==> config.mk <==
export PLATFORM = sky130hd
export DESIGN_NAME = rotate_seq
export DESIGN_NICKNAME = d
export VERILOG_FILES = /design/src/rtl/rotate_seq.sv
export SDC_FILE = /design/constraint.sdc
export NUM_CORES = 1
export LEC_CHECK = 0
export BUFFER_PORTS_ARGS = -buffer_cell sky130_fd_sc_hd__buf_4
export CORE_AREA = 5 5 57 59
export DETAILED_ROUTE_END_ITERATION = 10
export DIE_AREA = 0 0 62 64
export PLACE_DENSITY = 0.56
export SYNTH_ARGS = -nofsm -noshare
export SYNTH_HDL_FRONTEND = slang
export SYNTH_SLANG_ARGS = --single-unit
export TNS_END_PERCENT = 30
==> constraint.sdc <==
create_clock -name clk -period 1.9 [get_ports clk]
set_input_delay 0.19 -clock clk [delete_from_list [all_inputs] [get_ports clk]]
set_output_delay 0.19 -clock clk [all_outputs]
set_load 0.02 [all_outputs]
==> src/rtl/rotate_seq.sv <==
// Sequential rotator/shifter: moves a WIDTH-bit word one position per clock under a start/busy/done handshake.
// Optional: define ROTATE_SEQ_CARRY_EN to add carry_out, which holds the last bit moved out of the word.
module rotate_seq #(
  parameter int WIDTH = 8,
  parameter int AMT_W = 3
) (
  input  logic             clk,
  input  logic             rst_n,
  input  logic             start,
  input  logic [WIDTH-1:0] in,
  input  logic [AMT_W-1:0] amt,
  input  logic             d,
  input  logic [1:0]       mode,
  output logic [WIDTH-1:0] r,
  output logic             busy,
`ifdef ROTATE_SEQ_CARRY_EN
  output logic             carry_out,
`endif
  output logic             done
);

  typedef enum logic [1:0] {IDLE, BUSY, DONE} state_t;

  state_t           r_state;
  logic [WIDTH-1:0] r_word;
  logic [AMT_W-1:0] r_count;
  logic             r_dir;
  logic [1:0]       r_mode;
  logic             r_done;
  logic [WIDTH-1:0] w_next;

  // One-position move of the working word; mode 11 falls through to rotate.
  always_comb begin
    w_next = r_word;
    if (r_dir) begin
      case (r_mode)
        2'b01, 2'b10: w_next = {r_word[WIDTH-2:0], 1'b0};
        default:      w_next = {r_word[WIDTH-2:0], r_word[WIDTH-1]};
      endcase
    end else begin
      case (r_mode)
        2'b01:   w_next = {1'b0, r_word[WIDTH-1:1]};
        2'b10:   w_next = {r_word[WIDTH-1], r_word[WIDTH-1:1]};
        default: w_next = {r_word[0], r_word[WIDTH-1:1]};
      endcase
    end
  end

`ifdef ROTATE_SEQ_CARRY_EN
  logic r_carry;
  logic w_carry;

  assign w_carry   = r_dir ? r_word[WIDTH-1] : r_word[0];
  assign carry_out = r_carry;

  always_ff @(posedge clk or negedge rst_n) begin
    if (!rst_n) begin
      r_carry <= 1'b0;
    end else if (r_state == IDLE && start) begin
      r_carry <= 1'b0;
    end else if (r_state == BUSY) begin
      r_carry <= w_carry;
    end
  end
`endif

  always_ff @(posedge clk or negedge rst_n) begin
    if (!rst_n) begin
      r_state <= IDLE;
      r_word  <= '0;
      r_count <= '0;
      r_dir   <= 1'b0;
      r_mode  <= 2'b00;
      r_done  <= 1'b0;
    end else begin
      r_done <= 1'b0;
      case (r_state)
        IDLE: begin
          if (start) begin
            r_word  <= in;
            r_count <= amt;
            r_dir   <= d;
            r_mode  <= mode;
            if (amt == '0) begin
              r_state <= DONE;
              r_done  <= 1'b1;
            end else begin
              r_state <= BUSY;
            end
          end
        end
        BUSY: begin
          r_word  <= w_next;
          r_count <= r_count - 1'b1;
          // Final step: the count reaches zero on this edge.
          if (r_count == AMT_W'(1)) begin
            r_state <= DONE;
            r_done  <= 1'b1;
          end
        end
        DONE: begin
          r_state <= IDLE;
        end
        default: begin
          r_state <= IDLE;
        end
      endcase
    end
  end

  assign r    = r_word;
  assign busy = (r_state != IDLE);
  assign done = r_done;

endmodule

==> results of run 1 <==
-- power groups by stage --
stage               clock, uW  combinational, uW  sequential, uW
finish                    191               1040             773
global route              211               1170             807
CTS                       202               1060             776
detailed placement          0               1060             784
global placement            0               1040             777
floorplan                   0                723             774
-- path summary, 6_finish.rpt --
path	from	end	slack (ns)	depth (start not counted)
max	r_state[1]	busy	0.24	3
max reg2reg	r_state[0]	r[2]	0.33	3
min	mode[1]	r_mode[1]	0.13	2
min reg2reg	r[5]	r[5]	0.55	2
max in group asynchronous	rst_n	r_count[1]	1.41	2
min in group asynchronous	rst_n	r[2]	0.30	2
-- worst max-delay path: stages, from the launching register on --
cell and delay [ns]:
dfrtp_1 0.52, buf_4 0.24, or2_2 0.27, buf_4 0.16
-- state kept, by name, indices dropped and copies added (netlist names) --
register	flops
r	8
r_dir	1
r_count	3
done	1
r_mode	2
r_state	2
-- layout make-up --
class	count	area, sq um
Clock buffer	4	26.3
Fill cell	269	1450
Inverter	7	26.3
Multi-Input combinational cell	66	485
Sequential cell	17	425
Tap cell	31	38.8
Timing Repair Buffer	28	213
-- kinds of logic (layout without fill, tap and decap cells) --
| kind of cell | after synthesis | count (layout) |
|---|---|---|
| compound gates | 32 | 32 |
| fa+ha+maj | 4 | 4 |
| buf+inv | 12 | 39 |
| flops | 17 | 17 |
| mux | 9 | 9 |
| simple gates | 21 | 21 |
-- Yosys cell counts, drive strengths merged --
library cell  number  area [sq um]
a2111oi            1          8.76
a21o               1          7.51
a21oi              3          15.0
a22oi              6          45.0
a2bb2oi            2          17.5
a32oi              1          8.76
and3               1          6.26
and3b              1          8.76
buf                4          26.3
clkbuf             1          3.75
dfrtp             17           425
ha                 4          50.1
inv                7          26.3
mux2               9           101
nand2              6          22.5
nand2b             2          12.5
nand3b             1          7.51
nor2               4          15.0
nor2b              3          18.8
nor3               1          5.00
nor3b              1          7.51
o21a               1          7.51
o21ai              9          45.0
o21ba              1          10.0
o21bai             1          7.51
o22a               1          8.76
o22ai              1          6.26
o31a               1          8.76
o32a               1          10.0
o32ai              1          8.76
o41ai              1          8.76
or2                1          6.26
-- metrics by stage --
stage / cells / setup WS, ns / power (uW)
3_5_place_dp: 148 / 0.356 / 1840
2_1_floorplan: 95 / 0.525 / 1500
3_3_place_gp: 148 / 0.426 / 1820
4_1_cts: 153 / 0.207 / 2040
5_1_grt: 153 / 0.142 / 2180
6_report: 153 / 0.236 / 2010
-- layer usage --
metal	track usage	routed length, um	vias to the layer above
met3	0.0282	186	4
li1	-	-	404
met2	0.198	1050	25
met1	0.165	1020	393
met5	0	0	-
met4	0.0477	31	0
==> summary.md, run 1 <==
| Metric | Value |
|---|---|
| CTS Hold Bufs | 1 |
| First-pass GRT wire length | 3.82 mm |
| Die X | 62 um |
| PwrDens | 1650 mW/mm^2 |
| Largest net degree at the start of global routing | 18 |
| Via count | 826 |
| Sequential Power Share | 0.385 |
| Clock transition at path regs | 0.09 ns |
| Post-Syn Instances | 95 |
| DRT antenna net count | 0 |
| Via density | 5.40 |
| Resized Gates After CTS | 0 |
| Logic gate share of total power | 0.520 |
| Syn Area/Cell | 10.2 sq um |
| Fin Hold WS | 0.131 ns |
| Final core utilization | 0.456 |
| Required @ worst endpoint | 1.71 ns |
| Gr ovfl total | 0 |
| Postcts setup bufs | 0 |
| Xor-xnor portion of the synthesized cell area | 0 |
| Synthesized flop and latch total | 17 |
| DRT Pass-1 Iters | 4 |
| Syn nets | 116 |
| Worst Tran Pin Value | 0.605 ns |
| WL/cell | 14.9 um |
| Highest clock rate | 601 MHz |
| DR DRC count | 0 |
| Clock latency on the worst-skew pair | 0.29 ns |
| Net Sw Power | 840 uW |
| Relative slew slack | 0.596 |
| Max FO, Critical Path | 13 |
| RSZ-0062 raised after global routing | no |
| DIE AREA | 0.00397 sq mm |
| Tot GR Track Use | 0.126 |
| Gpl congestion | 0.766 |
| Final setup vio count | 0 |
| Final net count | 144 |
| Core Region | 0.00266 sq mm |
| Peak VDD IR | 838 uV |
| Sw frac | 0.418 |
| Final Cell Area | 0.00121 sq mm |
| IO Pins | 27 |
| Mapped Area | 967 sq um |
| Most frequent cells in the layout | 27 x buf_4, 17 x dfrtp_1, 9 x o21ai_0, 9 x mux2_2 |
| Cell Int Power | 1170 uW |
| Final hold violations | 0 |
| Final WL | 2.28 mm |
| Layout area overhead | 25.6% |
| Worst hold path class | input pin to flip-flop |
| Drt initial violations | 9 |
| Number of global-route vias before repair | 855 |
| Diodes inserted | 0 |
| Synth Area in Compound Gates | 0.232 |
| Count of cell types in the netlist | 34 |
| Post-Synth Simple-Gate Area | 0.114 |
| Initial Util | 0.363 |
| DIE HEIGHT | 64 um |
| CTS max path bufs | 2 |
| Placed cell area | 0.00118 sq mm |
| Share of cells above drive strength 1 | 0.344 |
| CTS Sinks | 17 |
| Crit path time final | 1.66 ns |
| Total Neg Setup Slack | 0 ns |
| Status | completed |
| CP Launch Type | flip-flop |
| H-tree depth | 1 |
| TritonCTS clock tree | done |
| Most common cell after layout, fill and taps aside | buf_4 |
| Clock Power Share | 0.095 |
| CTS root buf | clkbuf_4 |
| Crit. End Element | primary output |
| Max cap viols | 0 |
| Leakage Power | 0.000577 uW |
| Largest family of logic cells by synthesized area | compound AO/OA/AOI/OAI gates |
| Max Slew Vio Count | 0 |
| Num rows | 19 |
| Port Buffers | 26 |
| DPL Wire Length | 1.78 mm |
| Syn. warnings | 0 |
| CTS Buf Count | 3 |
| Initial antenna violation count | 0 |
| Mux cell area share after synthesis | 0.105 |
| Sequential area share after synthesis | 0.440 |
| Tcrit/Tclk final | 0.876 |
| CP Class | flip-flop to primary output |
| CP arrival | 1.47 ns |
| Area share of fa/ha/maj cells after synthesis | 0.0517 |
| Max Clock Skew | 0.00249 ns |
No activity file was read; power rests on OpenSTA's default activity.
==> run 2, diff against run 1 <==
- CELL_PAD_IN_SITES_DETAIL_PLACEMENT: unset -> 0
- CELL_PAD_IN_SITES_GLOBAL_PLACEMENT: unset -> 2
- CORE_AREA: 5 5 57 59 -> 5 5 62 64
- DIE_AREA: 0 0 62 64 -> 0 0 67 69
- PLACE_DENSITY: 0.56 -> 0.73
==> summary.md, run 2 (synthesis results as in run 1) <==
| Metric | Value |
|---|---|
| DRT Pass-1 Iters | 4 |
| Layout area overhead | 27.6% |
| Final hold violations | 0 |
| CTS Buf Count | 3 |
| Crit path time final | 1.59 ns |
| Flop-to-flop setup slack | 0.34 ns |
| Relative slew slack | 0.633 |
| Die X | 67 um |
| Clock latency on the worst-skew pair | 0.29 ns |
| Total Neg Setup Slack | 0 ns |
| Worst r2r src | r_state[0] |
| Port Buffers | 26 |
| IO Pins | 27 |
| Initial Util | 0.299 |
| Slowest CP cell | dfrtp_1 |
| Tot GR Track Use | 0.112 |
| Max Clock Skew | 0.0104 ns |
| CTS max path bufs | 2 |
| Via density | 4.72 |
| DRT antenna net count | 0 |
| Largest net degree at the start of global routing | 18 |
| Min-delay src | mode[0] |
| Largest register FFs | 8 |
| First-pass GRT wire length | 4.04 mm |
| Diodes inserted | 0 |
| CP peak stage delay | 0.57 ns |
| WL/cell | 14.1 um |
| Highest clock rate | 631 MHz |
| PwrDens | 1640 mW/mm^2 |
| Leakage Power | 0.000577 uW |
| Most frequent cells in the layout | 27 x buf_4, 17 x dfrtp_1, 9 x o21ai_0, 9 x mux2_2 |
| Final Non-Filler Cells | 168 |
| Most common cell after layout, fill and taps aside | buf_4 |
| Hold EP | r_mode[0] |
| CTS Sinks | 17 |
| Tcrit/Tclk final | 0.834 |
| Core Region | 0.00323 sq mm |
| Final setup vio count | 0 |
| Worst reg2reg path depth | 3 |
| RSZ-0062 raised after global routing | no |
| Worst hold path class | input pin to flip-flop |
| Max FO, Critical Path | 17 |
| Share of cells above drive strength 1 | 0.344 |
| Worst Tran Pin Value | 0.550 ns |
| Final net count | 144 |
| Peak VDD IR | 542 uV |
| Placed Instances | 163 |
| RR Endpoint | r_dir |
| Initial antenna violation count | 0 |
| WP buf/inv | 1 |
| Crit. End Element | primary output |
| DPL Wire Length | 1.85 mm |
| Max cap viols | 0 |
| Number of global-route vias before repair | 850 |
| Status | completed |
| Num rows | 21 |
| CTS root buf | clkbuf_4 |
| Crit path cell chain | or2_2 -> buf_4 |
| Required @ worst endpoint | 1.71 ns |
| Gr ovfl total | 0 |
| Drt initial violations | 28 |
| Worst hold stages | 2 |
| Max Slew Vio Count | 0 |
| H-tree depth | 1 |
| Via count | 793 |
| CP Class | flip-flop to primary output |
| CP Launch Type | flip-flop |
| Top delay family on crit path | flip-flops |
| Gpl congestion | 0.742 |
| Total power | 2020 uW |
| Final WL | 2.36 mm |
| CP arrival | 1.40 ns |
| Postcts setup bufs | 0 |
| DIE AREA | 0.00462 sq mm |
| TritonCTS clock tree | done |
| DIE HEIGHT | 69 um |
| DR DRC count | 0 |
| Clock transition at path regs | 0.10 ns |
==> run 2: worst max path at each step <==
stage               cells past startpoint  slack (ns)       start   endpoint
finish                                  2        0.31  r_state[0]       busy
global route                            3        0.22  r_state[0]       r[3]
CTS                                     2        0.31  r_state[0]       busy
floorplan                               5        0.52   r_mode[0]       r[0]
detailed placement                      3        0.39  r_state[0]  r_mode[1]
global placement                        3        0.40  r_state[0]       r[7]
==> run 2: report_power, final <==
part	total [uW]	internal, uW	leakage, uW	switching (uW)
clock network	191	81.5	0.0000150	110
logic	1060	553	0.000355	506
registers	772	537	0.000207	235
total	2020	1170	0.000577	851
==> run 2: area by class of cell <==
cell class                 count  area [sq um]
timing repair buffer          28           213
clock buffer                   4          26.3
multi-input combinational     66           485
tap                           46          57.6
sequential                    17           425
fill                         339          2000
inverter                       7          26.3
==> run 2: per-stage QoR <==
step                      cell area, sq um  setup WS, ns   util  hold WS, ns
final                                 1230         0.315  0.382        0.141
after global routing                  1230         0.216  0.382        0.128
after CTS                             1230         0.314  0.382        0.128
after detailed placement              1200         0.386  0.370       0.0708
after global placement                1200         0.404  0.370       0.0761
after floorplan                        967         0.525      -       -0.106
==> run 2: layer usage <==
layer	wire length, um	track usage	vias up	share of wire
li1	-	-	402	-
met1	1090	0.142	373	0.46
met2	1110	0.178	16	0.47
met3	140	0.0406	2	0.059
met4	19	0.0270	0	0.0080
met5	0	0	-	0
==> run 2: timing repair <==
item,4_1_cts,5_1_grt
hold buffers,1,0
hold endpoints to repair,17,0
endpoints found under the setup margin,0,0
gates resized for setup,0,0
